<file path="src/rtl/alu_pkg.sv">
// Shared definitions for the operand sequencer: sequencer state codes and
// the default button debounce interval (10 ms at 100 MHz).
package alu_pkg;

  localparam int DEBOUNCE_CYCLES_DEFAULT = 1000000;

  typedef enum logic [1:0] {
    S_LOAD_A = 2'd0,
    S_LOAD_B = 2'd1,
    S_EXEC   = 2'd2,
    S_SHOW   = 2'd3
  } seq_state_t;

endpackage

</file>
<file path="src/rtl/button_debounce.sv">
// Pushbutton conditioner: 2-flop synchronizer, stability counter and rising
// edge detect. The debounced level only moves after the synchronized input
// has disagreed with it for DEBOUNCE_CYCLES consecutive cycles; a single
// agreeing cycle restarts the count. press is a one-cycle pulse issued on the
// same edge the level goes 0->1.
module button_debounce
  import alu_pkg::*;
#(
  parameter int DEBOUNCE_CYCLES = DEBOUNCE_CYCLES_DEFAULT
) (
  input  logic clock,
  input  logic reset,
  input  logic raw,
  output logic level,
  output logic press
);

  // Counter only has to reach DEBOUNCE_CYCLES-1, so it can never wrap early.
  localparam int CW = $clog2(DEBOUNCE_CYCLES);
  localparam logic [CW-1:0] CNT_LAST = CW'(DEBOUNCE_CYCLES - 1);

  logic          sync_meta;
  logic          sync_q;
  logic [CW-1:0] cnt;

  // Bring the asynchronous button into the clock domain.
  always_ff @(posedge clock or negedge reset) begin
    if (!reset) begin
      sync_meta <= 1'b0;
      sync_q    <= 1'b0;
    end else begin
      sync_meta <= raw;
      sync_q    <= sync_meta;
    end
  end

  // Count consecutive disagreeing cycles; flip the level at the threshold.
  always_ff @(posedge clock or negedge reset) begin
    if (!reset) begin
      cnt   <= '0;
      level <= 1'b0;
      press <= 1'b0;
    end else begin
      press <= 1'b0;
      if (sync_q == level) begin
        cnt <= '0;
      end else if (cnt == CNT_LAST) begin
        cnt   <= '0;
        level <= sync_q;
        press <= sync_q;
      end else begin
        cnt <= cnt + CW'(1);
      end
    end
  end

endmodule

</file>
<file path="src/rtl/operand_sequencer.sv">
// Operand sequencer: steps through operand A, operand B + opcode capture,
// a single-cycle execute strobe and a result-show phase, driven by a
// debounced go button. A debounced clear button returns to S_LOAD_A and
// zeroes the latched operands from any state, and wins over a simultaneous go.
//
//   state    | meaning
//   ---------+------------------------------------------------------------
//   S_LOAD_A | waiting for go; go captures data_in into a_out
//   S_LOAD_B | waiting for go; go captures data_in into b_out, op_sel into op_out
//   S_EXEC   | one cycle; raises exec_pulse on leaving, go ignored
//   S_SHOW   | result displayed; go returns to S_LOAD_A
module operand_sequencer
  import alu_pkg::*;
#(
  parameter int DEBOUNCE_CYCLES = DEBOUNCE_CYCLES_DEFAULT
) (
  input  logic       clock,
  input  logic       reset,
  input  logic       btn_go_raw,
  input  logic       btn_clr_raw,
  input  logic [7:0] data_in,
  input  logic [3:0] op_sel,
  output logic [7:0] a_out,
  output logic [7:0] b_out,
  output logic [3:0] op_out,
  output logic       exec_pulse,
  output logic [1:0] phase
);

  seq_state_t state, state_nxt;
  logic [7:0] a_nxt, b_nxt;
  logic [3:0] op_nxt;
  logic       exec_nxt;

  logic go_press, clr_press;
  logic go_level, clr_level;

  // Debounced levels are not needed by the sequencer, only the press events.
  logic unused_levels;
  assign unused_levels = go_level ^ clr_level;

  button_debounce #(.DEBOUNCE_CYCLES(DEBOUNCE_CYCLES)) u_go_btn (
    .clock (clock),
    .reset (reset),
    .raw   (btn_go_raw),
    .level (go_level),
    .press (go_press)
  );

  button_debounce #(.DEBOUNCE_CYCLES(DEBOUNCE_CYCLES)) u_clr_btn (
    .clock (clock),
    .reset (reset),
    .raw   (btn_clr_raw),
    .level (clr_level),
    .press (clr_press)
  );

  // Next state and next register values; clear has priority over everything.
  always_comb begin
    state_nxt = state;
    a_nxt     = a_out;
    b_nxt     = b_out;
    op_nxt    = op_out;
    exec_nxt  = 1'b0;
    if (clr_press) begin
      state_nxt = S_LOAD_A;
      a_nxt     = '0;
      b_nxt     = '0;
      op_nxt    = '0;
    end else begin
      unique case (state)
        S_LOAD_A: begin
          if (go_press) begin
            a_nxt     = data_in;
            state_nxt = S_LOAD_B;
          end
        end
        S_LOAD_B: begin
          if (go_press) begin
            b_nxt     = data_in;
            op_nxt    = op_sel;
            state_nxt = S_EXEC;
          end
        end
        S_EXEC: begin
          exec_nxt  = 1'b1;
          state_nxt = S_SHOW;
        end
        S_SHOW: begin
          if (go_press) state_nxt = S_LOAD_A;
        end
        default: state_nxt = S_LOAD_A;
      endcase
    end
  end

  // State and all outputs are registered.
  always_ff @(posedge clock or negedge reset) begin
    if (!reset) begin
      state      <= S_LOAD_A;
      a_out      <= '0;
      b_out      <= '0;
      op_out     <= '0;
      exec_pulse <= 1'b0;
    end else begin
      state      <= state_nxt;
      a_out      <= a_nxt;
      b_out      <= b_nxt;
      op_out     <= op_nxt;
      exec_pulse <= exec_nxt;
    end
  end

  assign phase = state;

endmodule

</file>
<file path="config.mk">
export PLATFORM = sky130hd
export DESIGN_NAME = operand_sequencer
export DESIGN_NICKNAME = d
export VERILOG_FILES = /design/src/rtl/alu_pkg.sv /design/src/rtl/button_debounce.sv /design/src/rtl/operand_sequencer.sv
export SDC_FILE = /design/constraint.sdc
export NUM_CORES = 1
export LEC_CHECK = 0
export CAP_MARGIN = 20
export CORE_MARGIN = 1
export CORE_UTILIZATION = 43
export DETAILED_ROUTE_END_ITERATION = 12
export PLACE_DENSITY = 0.76
export SLEW_MARGIN = 20
export SYNTH_ARGS = -nofsm -noshare
export SYNTH_HDL_FRONTEND = slang
export SYNTH_SLANG_ARGS = --single-unit
</file>
<file path="constraint.sdc">
create_clock -name clock -period 3.6 [get_ports clock]
set_input_delay 0.36 -clock clock [delete_from_list [all_inputs] [get_ports clock]]
set_output_delay 0.36 -clock clock [all_outputs]
set_load 0.05 [all_outputs]
</file>
==> out/results.ini, run 1 <==
[run_status]
status=finished, final reports clean

[final_layout]
postLayoutCoreUtil_pct=54.7
drive_gt1_share_pct=6.58
fin_nets=397
nFillCells=646
areaGrowthSynthToFinish_pct=22.9
n_antenna_cell=0

[drt]
ant_nets=0
routed_wl_mm=6.44
wl_per_cell_um=13.4
drc_errors=0
routed_via_density=5.25
drt_iter0_markers=74
firstDrtPassIters=4
route.vias.total=2514

[power_and_ir_drop]
p_leak_nw=1.64
power_density_nw_per_um2=433
peakVddDrop_uv=185
p_total_mw=1.72

[clock_network]
cts_root_buf=clkbuf_8
max-clock-path-buffers=2
clock_sinks=71
h-tree-depth=3
path_clk_slew_ns=0.08
cts_tree=built
post_cts_buffers=0
clk_latency_ns=0.35
cts_resized=0
cts_hold_buf=0
cts_buffers=9

[global_route]
antenna_found_initial=0
grt_pass1_vias=2482
grt_pass1_wl_mm=10.8
track_usage_pct=18.1
grt_max_degree=41
gr-total-overflow=0

[critical_path]
startpoint_type=register
cp-end-kind=register
arrival_ns=2.41
worstSetupPathType=register to register
required_ns=3.87
critPathMaxFanout=7

[sta]
slew_headroom_pct=50.1
period_share_pct=59.3
report.final.slew_viol_count=0
finalSetupViolCount=0
worst_pin_slew_ns=0.749
rsz0062_at_grt=false
clock_skew_ns=0.00808
tns_ns=0
min_period_ns=2.14
finalHoldViolations=0
timing.hold.ws_ns=0.0729
fmax_mhz=468

[synth]
synthTopCellsByArea=dfrtp_1 55%, a21oi_1 5.6%, nand2_1 5.5%
ys_warn_count=0
yosysMostFrequentCell=dfrtp_1
ys_seq_area_share_pct=55.0
yosysTopAreaCellShare_pct=55.0
synth_edf_count=0
syn_avg_cell_area_um2=9.56
yosysUniqueCellTypes=30
synth_nets=360
synth_top_flop_cell=dfrtp_1
async_flop_share_pct=100
synth_top_cells_by_count=71 x dfrtp_1, 47 x nand2_1, 36 x a21oi_1
yosys.area.top_type=dfrtp_1
syn_inst=338
ys_seq_elements=71
synth.cell_area_um2=3230

[floorplanning]
io_pins=39
coreArea_um2=7250
die_w_um=88.7
start_util_pct=44.5
placementRows=31
die_h_um=88.7
dieArea_um2=7860

[placed_design]
numPortBuffers=38
hpwlAfterDp_mm=4.42
place_congestion=0.766

[flow_run]
cap_violations=0

[hold_path]
hold_class=primary input to async pin

[per-stage QoR]
step | worst slack [ns] | instance area, um2 | instances
after floorplan | 1.62 | 3230 | 338
after detailed placement | 1.50 | 3700 | 463
after global routing | 1.33 | 3970 | 479
after CTS | 1.46 | 3970 | 479
final | 1.46 | 3970 | 479
after global placement | 1.55 | 3700 | 463
[final cells by class]
class	instances	area, um2	area share (%)
clock buffers	11	141	3.56
clock inverters	5	129	3.25
inverters	14	52.6	1.32
multi-input cells	238	1350	34.0
flip-flops and latches	71	1780	44.8
well taps	99	124	3.12
repair buffers	41	398	10.0
[layer usage]
metal  GRT usage, %  vias to the layer above  share of wire [%]
met3           5.04                        7                4.7
met4           8.80                        0                1.4
met5              0                        -                  0
met2           31.0                       48                 49
li1               -                     1233                  -
met1           21.0                     1226                 45
[cells by family (layout without fill, tap and decap cells)]
family,Yosys count,in the layout,synth area share (%)
compound gates,56,56,9.14
xor+xnor,24,24,6.51
fa+ha+maj,6,6,2.32
buf+inv,29,71,3.41
flops,71,71,55.0
mux,1,1,0.349
simple gates,151,151,23.3
[worst max-delay path, cell delays in order (launching register included)]
cell     delay [ns]
dfrtp_1        0.42
ha_1           0.25
nand2_1        0.11
or4_1          0.63
or4_1          0.50
a21oi_1        0.15
[state kept, by name (all words and copies together) (netlist names)]
signal / flops
a_out: 8
b_out: 8
exec_pulse: 1
op_out: 4
phase: 2
u_clr_btn.cnt: 20
u_clr_btn.level: 1
u_clr_btn.press: 1
u_clr_btn.sync_meta: 1
u_clr_btn.sync_q: 1
u_go_btn.cnt: 20
u_go_btn.level: 1
u_go_btn.press: 1
u_go_btn.sync_meta: 1
u_go_btn.sync_q: 1
[cells in the final DEF (no fill, tap or decap), types with 2 or more instances in the layout]
| master | instances |
|---|---|
| o21ai_0 | 13 |
| nor2_1 | 29 |
| clkdlybuf4s50_1 | 37 |
| clkbuf_8 | 10 |
| or4_1 | 9 |
| and2_1 | 2 |
| bufinv_16 | 4 |
| o31ai_1 | 5 |
| ha_1 | 6 |
| nor3_1 | 8 |
| xor2_1 | 10 |
| or3_1 | 11 |
| xnor2_1 | 14 |
| a21oi_1 | 36 |
| nand4_1 | 5 |
| dfrtp_1 | 71 |
| nand3_1 | 23 |
| nand2_1 | 47 |
| nor4_1 | 5 |
| inv_1 | 14 |
| buf_4 | 3 |
| and3_1 | 3 |
[path summary, 6_finish.rpt]
check | from | endpoint | slack [ns] | cells after the start
max | u_go_btn.cnt[0]$_DFF_PN0_ | u_go_btn.cnt[18]$_DFF_PN0_ | 1.46 | 5
min | reset | u_clr_btn.sync_meta$_DFF_PN0_ | 0.07 | 1
max reg2reg | u_go_btn.cnt[0]$_DFF_PN0_ | u_go_btn.cnt[18]$_DFF_PN0_ | 1.46 | 5
min reg2reg | u_go_btn.sync_meta$_DFF_PN0_ | u_go_btn.sync_q$_DFF_PN0_ | 0.35 | 0
max in group asynchronous | reset | op_out[0]$_DFFE_PN0P_ | 2.54 | 2
min in group clock | u_go_btn.sync_meta$_DFF_PN0_ | u_go_btn.sync_q$_DFF_PN0_ | 0.35 | 0
[where the power goes]
part	leakage, nW	switching, mW	internal, mW
Clock	0.134	0.299	0.551
Sequential	0.873	0.00806	0.805
Combinational	0.629	0.0323	0.0226
Total	1.64	0.339	1.38
(Power assumes the default switching activity.)
==> inputs of run 2 (changes only) <==
==> constraint.sdc (replaced) <==
create_clock -name clock -period 2.2 [get_ports clock]
set_input_delay 0.22 -clock clock [delete_from_list [all_inputs] [get_ports clock]]
set_output_delay 0.22 -clock clock [all_outputs]
set_load 0.05 [all_outputs]
==> run 2 against run 1 <==
Compared with the run above:
- sequential power rose by 64%
- largest power group is now sequential cells
- critical path type unchanged
- power rose by 33%
- critical endpoint unchanged
- global-route usage fell by 0.97 points
- clock skew rose by 0.0015 ns
==> out/results.ini, run 2 (same netlist as run 1, synthesis figures left out) <==
[critical_path]
reg2reg_from=u_go_btn.cnt[0]$_DFF_PN0_  ; unchanged
required_ns=2.47  ; was 3.87 ns
cp-end-kind=register  ; unchanged
worstSetupPathType=register to register  ; unchanged
startpoint_type=register  ; unchanged
critPathMaxFanout=7  ; unchanged
arrival_ns=2.29  ; was 2.41 ns
r2r_setup_slack_ns=0.18  ; was 1.46 ns
reg2reg_to=u_go_btn.cnt[18]$_DFF_PN0_  ; unchanged
rr_worst_depth=5  ; unchanged

[power_and_ir_drop]
p_total_mw=2.28  ; was 1.72 mW
power_switching_mw=0.508  ; was 0.339 mW
comb_power_share_pct=4.1  ; was 3.2%
p_clk_share_pct=37.6  ; was 49.5%
p_seq_share_pct=58.3  ; was 47.3%
power_density_nw_per_um2=588  ; was 433 nW/um2
swShare_pct=22.2  ; was 19.7%
peakVddDrop_uv=313  ; was 185 uV
p_int_mw=1.78  ; was 1.38 mW
p_leak_nw=1.60  ; was 1.64 nW

[hold_path]
hold_path_end=u_clr_btn.sync_meta$_DFF_PN0_
hp-start=btn_clr_raw
hold_class=primary input to register  ; was primary input to async pin
worstHoldPathCells=1

[clock_network]
cts_root_buf=clkbuf_8  ; unchanged
max-clock-path-buffers=2  ; unchanged
post_cts_buffers=0  ; unchanged
clock_sinks=71  ; unchanged
cts_buffers=9  ; unchanged
h-tree-depth=3  ; unchanged
cts_tree=built  ; unchanged
path_clk_slew_ns=0.07  ; was 0.08 ns
clk_latency_ns=0.34  ; was 0.35 ns

[drt]
routed_via_density=5.26  ; was 5.25
wl_per_cell_um=12.8  ; was 13.4 um
route.vias.total=2512  ; was 2,514
ant_nets=0  ; unchanged
firstDrtPassIters=5  ; was 4
drt_iter0_markers=84  ; was 74
drc_errors=0  ; unchanged
routed_wl_mm=6.10  ; was 6.44 mm

[run_status]
status=finished, final reports clean  ; unchanged

[sta]
clock_skew_ns=0.00959  ; was 0.00808 ns
tns_ns=0  ; unchanged
min_period_ns=2.02  ; was 2.14 ns
period_share_pct=91.7  ; was 59.3%
slew_headroom_pct=51.3  ; was 50.1%
timing.final.ws_setup_ns=0.183  ; was 1.46 ns
finalHoldViolations=0  ; unchanged
worst_pin_slew_ns=0.730  ; was 0.749 ns
fmax_mhz=496  ; was 468 MHz
report.final.slew_viol_count=0  ; unchanged
finalSetupViolCount=0  ; unchanged
timing.hold.ws_ns=0.343  ; was 0.0729 ns
rsz0062_at_grt=false  ; unchanged

[final_layout]
reg_top3=u_clr_btn.cnt x20, u_go_btn.cnt x20  ; unchanged
final_cell_mix=71 x dfrtp_1, 47 x nand2_1, 37 x clkdlybuf4s50_1, 36 x a21oi_1, 29 x nor2_1  ; unchanged
drive_gt1_share_pct=6.60  ; was 6.58%
fin_nets=399  ; was 397
areaGrowthSynthToFinish_pct=20.4  ; was 22.9%
n_antenna_cell=0  ; unchanged
final_cell_area_um2=3890  ; was 3970 um2
final_common_cell=dfrtp_1  ; unchanged

[flow_run]
cap_violations=0  ; unchanged

[floorplanning]
placementRows=31  ; unchanged
die_w_um=88.7  ; unchanged
start_util_pct=44.5  ; unchanged
coreArea_um2=7250  ; unchanged
dieArea_um2=7860  ; unchanged
io_pins=39  ; unchanged
die_h_um=88.7  ; unchanged

[placed_design]
numPortBuffers=38  ; unchanged
place_congestion=0.756  ; was 0.766
hpwlAfterDp_mm=4.25  ; was 4.42 mm
postPlaceCellArea_um2=3720  ; was 3700 um2
dp_slack_ns=0.0990  ; was 1.50 ns

[global_route]
track_usage_pct=17.2  ; was 18.1%
gr-total-overflow=0  ; unchanged
grt_pass1_wl_mm=10.3  ; was 10.8 mm
grt_max_degree=38  ; was 41
grt_pass1_vias=2406  ; was 2,482
antenna_found_initial=0  ; unchanged

-- run 2: final cells by class --
| cell class | count | area [um2] |
|---|---|---|
| Fill cell | 639 | 3360 |
| Sequential cell | 71 | 1780 |
| Multi-Input combinational cell | 238 | 1360 |
| Timing Repair Buffer | 43 | 428 |
| Clock buffer | 11 | 141 |
| Tap cell | 99 | 124 |
| Inverter | 14 | 52.6 |
| Clock inverter | 2 | 10.0 |
-- run 2: metal layers --
metal  global-route usage (%)  wire length (um)  up-vias  share of wire [%]
li1                         -                 -     1239                  -
met1                     21.4              2870     1223                 47
met2                     28.1              2900       40                 47
met3                     3.54               216       10                3.5
met4                     9.24               114        0                1.9
met5                        0                 0        -                  0
-- run 2: what timing repair did --
| item | CTS | global route |
|---|---|---|
| setup endpoints to repair | 0 | 2 |
| hold buffers | 1 | 0 |
| resized for setup | 0 | 2 |
| endpoints found under the hold margin | 21 | 0 |
-- run 2: critical path: stages (launching register included) --
cell,delay [ns]
dfrtp_1,0.41
ha_1,0.24
nand2_1,0.12
or4_4,0.57
or4_1,0.48
a21oi_1,0.14
-- run 2: worst max path at each step --
stage	from	to	slack, ns
after floorplan	u_go_btn.cnt[0]$_DFF_PN0_	u_go_btn.cnt[18]$_DFF_PN0_	0.22
after global placement	u_go_btn.cnt[0]$_DFF_PN0_	u_go_btn.cnt[18]$_DFF_PN0_	0.16
after detailed placement	u_go_btn.cnt[0]$_DFF_PN0_	u_go_btn.cnt[18]$_DFF_PN0_	0.1
after CTS	u_go_btn.cnt[0]$_DFF_PN0_	u_go_btn.cnt[18]$_DFF_PN0_	0.09
after global routing	u_go_btn.cnt[0]$_DFF_PN0_	u_go_btn.cnt[18]$_DFF_PN0_	0.07
final	u_go_btn.cnt[0]$_DFF_PN0_	u_go_btn.cnt[18]$_DFF_PN0_	0.18
-- run 2: power by group through the flow --
stage          registers, mW  logic [mW]  clock network (mW)
3_5_place_dp            1.36      0.0952                   0
3_3_place_gp            1.35      0.0942                   0
5_1_grt                 1.33       0.106               0.948
2_1_floorplan           1.35      0.0269                   0
6_report                1.33      0.0940               0.860
4_1_cts                 1.33      0.0973               0.882
-- run 2: per-stage QoR --
step,cells,util [%]
detailed placement,464,51.3
floorplan,338,-
global route,478,53.6
global placement,464,51.3
finish,478,53.6
CTS,478,53.5
==> inputs of run 3 (changes only) <==
--- a/config.mk
+++ b/config.mk
@@ -8,6 +8,7 @@
 export CAP_MARGIN = 20
 export CORE_MARGIN = 1
 export CORE_UTILIZATION = 43
+export CTS_BUF_LIST = sky130_fd_sc_hd__clkbuf_4 sky130_fd_sc_hd__clkbuf_8 sky130_fd_sc_hd__clkbuf_16
 export DETAILED_ROUTE_END_ITERATION = 12
 export PLACE_DENSITY = 0.76
 export SLEW_MARGIN = 20
==> run 3 against run 2 <==
Compared with the run above:
- maximum frequency unchanged
- wire length about the same
- design area about the same
- worst setup slack unchanged
- die area unchanged
- clock power increased by 1%
- register-to-register slack about the same
- critical path depth unchanged
- via count unchanged
- flip-flop and latch count unchanged
- hold slack about the same
- first-iteration DRC count decreased by 3.6%
- largest power group unchanged
==> out/results.ini, run 3 (same netlist as run 1, synthesis figures left out) <==
[run_status]
status=finished, final reports clean  ; unchanged

[critical_path]
startpoint_type=register  ; unchanged
critPathMaxFanout=7  ; unchanged
worstSetupPathType=register to register  ; unchanged
crit_family=simple AND/OR/NAND/NOR gates  ; unchanged
crit_path_start=u_go_btn.cnt[0]$_DFF_PN0_  ; unchanged
crit_cells=5  ; unchanged
crit_path_cell_trace=ha_1 > nand2_1 > or4_4 > or4_1 > a21oi_1  ; unchanged
slowest_delay_ns=0.57  ; about the same
arrival_ns=2.29  ; about the same
slowest_stage=or4_4  ; unchanged
cp-end-kind=register  ; unchanged
worstSetupEndpoint=u_go_btn.cnt[18]$_DFF_PN0_  ; unchanged
crit_buf_inv=0  ; unchanged
reg2reg_from=u_go_btn.cnt[0]$_DFF_PN0_  ; unchanged
required_ns=2.47  ; about the same
reg2reg_to=u_go_btn.cnt[18]$_DFF_PN0_  ; unchanged
r2r_setup_slack_ns=0.18  ; about the same
rr_worst_depth=5  ; unchanged

[sta]
period_share_pct=91.7  ; unchanged
worst_pin_slew_ns=0.729  ; was 0.730 ns
tns_ns=0  ; unchanged
rsz0062_at_grt=false  ; unchanged
finalSetupViolCount=0  ; unchanged
clock_skew_ns=0.0100  ; was 0.00959 ns
slew_headroom_pct=51.4  ; was 51.3%
report.final.slew_viol_count=0  ; unchanged
fmax_mhz=496  ; unchanged
min_period_ns=2.02  ; unchanged
finalHoldViolations=0  ; unchanged

[final_layout]
final_common_cell=dfrtp_1  ; unchanged
drive_gt1_share_pct=6.86  ; was 6.60%
final_cell_area_um2=3890  ; about the same
reg_top3=u_clr_btn.cnt x20, u_go_btn.cnt x20  ; unchanged
final_cell_mix=71 x dfrtp_1, 47 x nand2_1, 37 x clkdlybuf4s50_1, 36 x a21oi_1, 29 x nor2_1  ; unchanged
fin_nets=399  ; unchanged
n_antenna_cell=0  ; unchanged
areaGrowthSynthToFinish_pct=20.5  ; was 20.4%
postLayoutCoreUtil_pct=53.7  ; was 53.6%

[power_and_ir_drop]
peakVddDrop_uv=313  ; about the same
p_leak_nw=1.60  ; about the same
power_density_nw_per_um2=590  ; was 588 nW/um2

[clock_network]
cts_root_buf=clkbuf_8  ; unchanged
path_clk_slew_ns=0.07  ; about the same
post_cts_buffers=0  ; unchanged
clk_latency_ns=0.34  ; about the same
h-tree-depth=3  ; unchanged
max-clock-path-buffers=2  ; unchanged
cts_tree=built  ; unchanged
clock_sinks=71  ; unchanged
cts_buffers=9  ; unchanged

[drt]
routed_wl_mm=6.09  ; was 6.10 mm
wl_per_cell_um=12.7  ; was 12.8 um
drt_iter0_markers=81  ; was 84
route.vias.total=2512  ; unchanged
drc_errors=0  ; unchanged
firstDrtPassIters=5  ; unchanged
ant_nets=0  ; unchanged
routed_via_density=5.26  ; unchanged

[placed_design]
place_congestion=0.756  ; unchanged
postPlaceCellArea_um2=3720  ; unchanged
hpwlAfterDp_mm=4.25  ; unchanged
numPortBuffers=38  ; unchanged

[floorplanning]
die_h_um=88.7  ; unchanged
dieArea_um2=7860  ; unchanged
io_pins=39  ; unchanged
die_w_um=88.7  ; unchanged
coreArea_um2=7250  ; unchanged
start_util_pct=44.5  ; unchanged
placementRows=31  ; unchanged

[global_route]
antenna_found_initial=0  ; unchanged
track_usage_pct=17.2  ; unchanged
grt_max_degree=38  ; unchanged
grt_pass1_wl_mm=10.3  ; unchanged
gr-total-overflow=0  ; unchanged
grt_pass1_vias=2406  ; unchanged

[flow_run]
cap_violations=0  ; unchanged

[hold_path]
hold_class=primary input to register  ; unchanged

==> run 3: what timing repair did <==
item / in CTS / in global routing
gates resized for setup: 0 / 2
hold buffers: 1 / 0
setup endpoints to repair: 0 / 2
hold endpoints to repair: 21 / 0
==> run 3: metrics by stage <==
step | cells | hold slack, ns | setup WS [ns] | total power [mW]
final | 478 | 0.343 | 0.183 | 2.30
after global routing | 478 | 0.328 | 0.0744 | 2.40
after CTS | 478 | 0.331 | 0.0892 | 2.32
after detailed placement | 464 | 0.232 | 0.0990 | 1.45
after global placement | 464 | 0.225 | 0.156 | 1.45
after floorplan | 338 | -0.0756 | 0.216 | 1.38
==> run 3: worst register-to-register path: cells and delay by family (launching register included) <==
kind	cells	cell delay, ns
AND/OR/NAND/NOR	3	1.17
AO/OA/AOI/OAI	1	0.14
flip-flops	1	0.41
adder cells (fa/ha/maj)	1	0.24
==> run 3: metal layers <==
layer | vias to the layer above | track usage (%) | wire length (um)
li1 | 1239 | - | -
met1 | 1223 | 21.4 | 2870
met2 | 40 | 28.1 | 2890
met3 | 10 | 3.54 | 216
met4 | 0 | 9.24 | 114
met5 | - | 0 | 0
==> run 3: final cells by class <==
cell class	count	area [um2]
Clock inverter	2	10.0
Tap cell	99	124
Sequential cell	71	1780
Inverter	14	52.6
Fill cell	639	3360
Timing Repair Buffer	43	428
Multi-Input combinational cell	238	1360
Clock buffer	11	145
==> run 3: report_power, final <==
group          switching (mW)  internal (mW)
Sequential             0.0134           1.32
Clock                   0.442          0.430
Combinational          0.0525         0.0415
==> run 3: how the worst min path moves through the flow <==
stage / slack [ns] / start / end / depth (start not counted)
after floorplan: -0.08 / reset / a_out[0]$_DFFE_PN0P_ / 0
after global placement: 0.23 / reset / u_clr_btn.sync_meta$_DFF_PN0_ / 1
after detailed placement: 0.23 / reset / u_clr_btn.sync_meta$_DFF_PN0_ / 1
after CTS: 0.33 / btn_clr_raw / u_clr_btn.sync_meta$_DFF_PN0_ / 1
after global routing: 0.33 / btn_clr_raw / u_clr_btn.sync_meta$_DFF_PN0_ / 1
final: 0.34 / btn_clr_raw / u_clr_btn.sync_meta$_DFF_PN0_ / 1
==> patch 1 (config.mk and constraints of run 2) <==
Set the package constant `DEBOUNCE_CYCLES_DEFAULT` to 2000000 (it was 1000000).
--- a/src/rtl/alu_pkg.sv
+++ b/src/rtl/alu_pkg.sv
@@ -2,7 +2,7 @@
 // the default button debounce interval (10 ms at 100 MHz).
 package alu_pkg;
 
-  localparam int DEBOUNCE_CYCLES_DEFAULT = 1000000;
+  localparam int DEBOUNCE_CYCLES_DEFAULT = 2000000;
 
   typedef enum logic [1:0] {
     S_LOAD_A = 2'd0,
Behaviour: same outputs for any inputs over 10 cycles, from zero or initial values and one cycle with reset low; that may be too few to reach the edited logic, so the function may still have changed.
==> patch 1 against run 2 <==
Combinational power increased by 6.3%. Setup slack got worse by 0.043 ns. Sequential share of layout area fell by 1.5 points. Synthesized area up 4.5%. Sequential cell count rose by 2. Routed wire length rose by 11%. Power is 19% higher. Cell area rose by 6.2%. Critical endpoint is now u_go_btn.cnt[16]. Largest power group unchanged. Highest routed layer unchanged.
==> patch 1: results (changes against run 2) <==
| Metric | Value |
|---|---|
| Sequential share of the synthesized area | `54.1% (-0.90 points)` |
| Initial antenna violation count | `0 (unchanged)` |
| Place WS | `0.171 ns (+0.0723 ns)` |
| Initial DRT Pass Iterations | `4 (-1)` |
| Crit path DAT | `2.33 ns (+0.04 ns)` |
| Crit-path max cell delay | `0.61 ns (+0.04 ns)` |
| YS warnings | `0 (unchanged)` |
| Placed cells | `478 (+3.0%)` |
| Post-Route Skew | `0.00636 ns (-0.00323 ns)` |
| Layout cells sized above 1 | `7.58% (+0.98 points)` |
| VDD IR max | `0.000307 V (-1.7%)` |
| CTS max path bufs | `2 (unchanged)` |
| 1st-iter DRT viols | `82 (-2.4%)` |
| CP max stage cell | `or4_1` |
| Layout fillers | `649 (+1.6%)` |
| Syn avg cell area | `9.70 um^2 (+1.5%)` |
| Placed instance area | `3880 um^2 (+4.2%)` |
| Synth area leaders | `dfrtp_1, nand2_1, a21oi_1` |
| First-pass GRT wire length | `12100 um (+17%)` |
| Root buf cell | `clkbuf_8` |
| Worst Path Max Fanout | `7 (unchanged)` |
| Multi-input logic area | `1450 um^2 (+7.1%)` |
| Total GRT Usage | `18.4% (+1.2 points)` |
| Worst-path clk slew | `0.08 ns` |
| Post-synth ARST share | `100% (unchanged)` |
| Post-synth cell types | `33 (+10%)` |
| Worst-Skew Late Latency | `0.34 ns (about the same)` |
| Biggest regs | `u_clr_btn.cnt: 21 flops, u_go_btn.cnt: 21 flops` |
| Setup crit start | `u_go_btn.cnt[0]` |
| Main synth FF type | `dfrtp_1` |
| Post-CTS Resized | `0 (unchanged)` |
| Top cells by count, synth | `dfrtp_1, nand2_1, a21oi_1` |
| Largest net degree at the start of global routing | `36 (-5.3%)` |
| Status | `finished clean` |
| Port buffer count | `38 (unchanged)` |
| Total CTS buffers | `9 (unchanged)` |
| Vias per cell | `5.36 (+2.0%)` |
| Total wire length | `6790 um (+11%)` |
| DP HPWL | `4700 um (+10%)` |
| Postcts setup bufs | `0 (unchanged)` |
| Syn_nets | `370 (+2.8%)` |
| Hold WC Path Type | `input pin to register` |
| Final #Nets | `413 (+3.5%)` |
| Congestion Overflow GR | `0 (unchanged)` |
| RePlAce Congestion | `0.830 (+9.8%)` |
| Vias in the first global route | `2675 (+11%)` |
| CTS H-tree lvls | `3 (unchanged)` |
| Slew Limit Headroom | `52.4% (+1.0 points)` |
| Hold path start | `btn_go_raw` |
| Leak | `1.70 nW (+6.0%)` |
| Inserted Diodes | `0 (unchanged)` |
| WL per Instance | `13.7 um (+7.5%)` |
## patch 1: changes by cell type in the layout (fill, tap and decap cells not counted), sizes merged, moves of 3 or more
| cell | run 2 | this run |
|---|---|---|
| nand4 | 5 | 8 |
| nor2 | 29 | 32 |
| or3 | 11 | 8 |
| bufinv | 0 | 3 |
| xnor2 | 14 | 17 |
| o21ai | 14 | 10 |
## patch 1: power breakdown
group / leakage, nW / internal (mW) / switching [mW]
logic: 0.680 / 0.0441 / 0.0558
clock network: 0.115 / 0.752 / 0.507
registers: 0.901 / 1.35 / 0.0147
total: 1.70 / 2.15 / 0.577
## patch 1: layer usage
metal  up-vias  wire length, um  global-route usage (%)
met5         -                0                       0
li1       1304                -                       -
met2        70             3370                    29.9
met3         8              287                    4.88
met1      1271             3030                    22.8
met4         0               99                    8.33
## patch 1: final cells by class
class | instances | share of cell area [%]
Tap cell | 99 | 3.00
Multi-Input combinational cell | 250 | 35.2
Inverter | 13 | 1.18
Sequential cell | 73 | 44.2
Clock buffer | 9 | 3.00
Timing Repair Buffer | 44 | 10.5
Clock inverter | 7 | 2.88
## patch 1: logic make-up after synthesis
group	count (synthesis)	share of synthesized area, %
and+or+nand+nor	162	24.2
DFF	73	54.1
AOI/OAI and AO/OA	54	9.15
xor gates and xnor gates	26	6.74
buffers and inverters	25	2.89
adders and majority gates	6	2.22
muxes	2	0.667
## patch 1: timing repair
item | CTS | global route
hold buffers | 1 | 0
setup endpoints to repair | 0 | 0
endpoints found under the hold margin | 17 | 0
## patch 1: final timing paths
kind                                            to  slack (ns)  cells past startpoint
min in group asynchronous         u_go_btn.cnt[18]        0.38                      2
worst max register to register    u_go_btn.cnt[16]        0.14                      5
worst max-delay path              u_go_btn.cnt[16]        0.14                      5
max in group asynchronous          u_go_btn.cnt[4]        1.20                      3
worst min-delay path            u_go_btn.sync_meta        0.32                      1
worst min register to register    u_clr_btn.sync_q        0.36                      0
## patch 1: critical path: cells and delay by family (launching register included)
| kind | cells | cell delay (ns) |
|---|---|---|
| compound gates | 1 | 0.15 |
| fa+ha+maj | 1 | 0.19 |
| simple gates | 3 | 1.22 |
| flops | 1 | 0.43 |
==> patch 2 (flow settings as in run 2) <==
Without the edit above. Remove the register `exec_pulse`: a continuous assignment takes its place, so the output `exec_pulse` follows one clock earlier. Comments in the files are not updated.
--- a/src/rtl/operand_sequencer.sv
+++ b/src/rtl/operand_sequencer.sv
@@ -101,15 +101,15 @@
       a_out      <= '0;
       b_out      <= '0;
       op_out     <= '0;
-      exec_pulse <= 1'b0;
     end else begin
       state      <= state_nxt;
       a_out      <= a_nxt;
       b_out      <= b_nxt;
       op_out     <= op_nxt;
-      exec_pulse <= exec_nxt;
     end
   end
+
+  assign exec_pulse = exec_nxt;
 
   assign phase = state;
 
Formal check against the unedited RTL: same outputs for any inputs over 10 cycles, from zero or initial values and one cycle with reset low; that may be too few to reach the edited logic, so the function may still have changed.
==> patch 2 against run 2 <==
Setup slack worse by 0.0082 ns. Critical endpoint unchanged. Cell area up 0.58%. Power is 7.1% higher. Synthesized area decreased by 0.77%. Sequential cell count shrank 1. Routed wire length grew 4.5%.
==> patch 2: results (changes against run 2) <==
| Metric | Value |
|---|---|
| Layout cells sized above 1 | `7.35% (+0.75 points)` |
| Synth area leaders | `dfrtp_1, a21oi_1, nand2_1` |
| Hold WC Path Type | `input pin to register` |
| Post-Route Skew | `0.0104 ns (+0.000794 ns)` |
| Worst-Skew Late Latency | `0.35 ns` |
| CTS H-tree lvls | `3 (unchanged)` |
| Worst-path clk slew | `0.08 ns` |
| Total GRT Usage | `18.0% (+0.79 points)` |
| Top delay family on crit path | `simple AND/OR/NAND/NOR gates` |
| Max-slew violation count | `0 (unchanged)` |
| Root buf cell | `clkbuf_8` |
| Port buffer count | `38 (unchanged)` |
| Initial antenna violation count | `0 (unchanged)` |
| Initial DRT Pass Iterations | `5 (unchanged)` |
| WL per Instance | `13.3 um (+4.1%)` |
| Top cells by count, synth | `dfrtp_1, nand2_1, a21oi_1` |
| Leak | `1.61 nW (+0.47%)` |
| Biggest regs | `u_clr_btn.cnt: 20 flops, u_go_btn.cnt: 20 flops` |
| YS warnings | `0 (unchanged)` |
| Vias in the first global route | `2427 (+0.87%)` |
| Status | `finished clean` |
| DP HPWL | `4300 um (+1.0%)` |
| Main synth FF type | `dfrtp_1` |
| Crit path DAT | `2.30 ns` |
| Post-synth ARST share | `100% (unchanged)` |
| Vias per cell | `5.30 (+0.81%)` |
| Total CTS buffers | `9 (unchanged)` |
| Final #Nets | `398 (-0.25%)` |
| VDD IR max | `0.000272 V (-13%)` |
| CP max stage cell | `or4_4` |
| Postcts setup bufs | `0 (unchanged)` |
| Worst Path Max Fanout | `7 (unchanged)` |
| RePlAce Congestion | `0.771 (+2.0%)` |
| Worst-margin pin slew | `0.522 ns (-0.208 ns)` |
| Syn_nets | `359 (-0.28%)` |
| Sequential share of the synthesized area | `54.6% (-0.35 points)` |
| First-pass GRT wire length | `10700 um (+3.2%)` |
| CTS max path bufs | `2 (unchanged)` |
| Crit-path max cell delay | `0.57 ns (about the same)` |
| Largest net degree at the start of global routing | `71 (+87%)` |
| 1st-iter DRT viols | `169 (+100%)` |
patch 2: changes by cell type after synthesis:
cell	before	now
dfrtp_1	71	70
patch 2: power by group:
part | internal [mW] | switching [mW]
Clock | 0.585 | 0.457
Sequential | 1.30 | 0.0133
Combinational | 0.0408 | 0.0526
patch 2: worst paths after layout:
check | start | end | slack, ns | cells past startpoint
hold reg to reg | u_clr_btn.sync_meta | u_clr_btn.sync_q | 0.36 | 0
setup reg to reg | u_go_btn.cnt[0] | u_go_btn.cnt[18] | 0.18 | 5
min in group asynchronous | reset | u_go_btn.cnt[7] | 0.43 | 3
hold / removal | btn_go_raw | u_go_btn.sync_meta | 0.33 | 1
setup / recovery | u_go_btn.cnt[0] | u_go_btn.cnt[18] | 0.18 | 5
max in group asynchronous | reset | u_go_btn.cnt[19] | 1.47 | 3
patch 2: logic make-up after synthesis:
logic type	Yosys count	share of synthesized area, %
simple gates	151	23.5
flops	70	54.6
compound gates	56	9.21
xor+xnor	24	6.56
mux	1	0.351
fa+ha+maj	6	2.34
buf+inv	29	3.43
patch 2: repair_timing:
| action | CTS | global route |
|---|---|---|
| gates resized for setup | 0 | 2 |
| setup endpoints to repair | 0 | 2 |
| hold buffers | 1 | 0 |
| hold endpoints to repair | 70 | 0 |
patch 2: layout make-up:
cell class              instances  area (um^2)
fillers                       639         3300
flip-flops and latches         70         1750
multi-input cells             238         1360
repair buffers                 43          425
clock buffers                  13          159
well taps                      99          124
inverters                      14         52.6
clock inverters                 3         42.5
patch 2: metal layers:
metal / track usage [%] / wire (um) / up-vias
met3: 5.78 / 311 / 8
li1: - / - / 1237
met1: 21.7 / 2940 / 1247
met4: 6.74 / 87 / 0
met5: 0 / 0 / -
met2: 30.0 / 3040 / 51
patch 2: stage by stage:
stage	worst slack, ns	cells	hold WS (ns)	utilization, %	cell area, um^2
after floorplan	0.216	337	-0.0756	-	3210
after global placement	0.154	463	0.271	51.2	3690
after detailed placement	0.0998	463	0.273	51.2	3690
after CTS	0.0884	480	0.312	54.1	3900
after global routing	0.0632	480	0.311	54.2	3910
final	0.175	480	0.331	54.2	3910
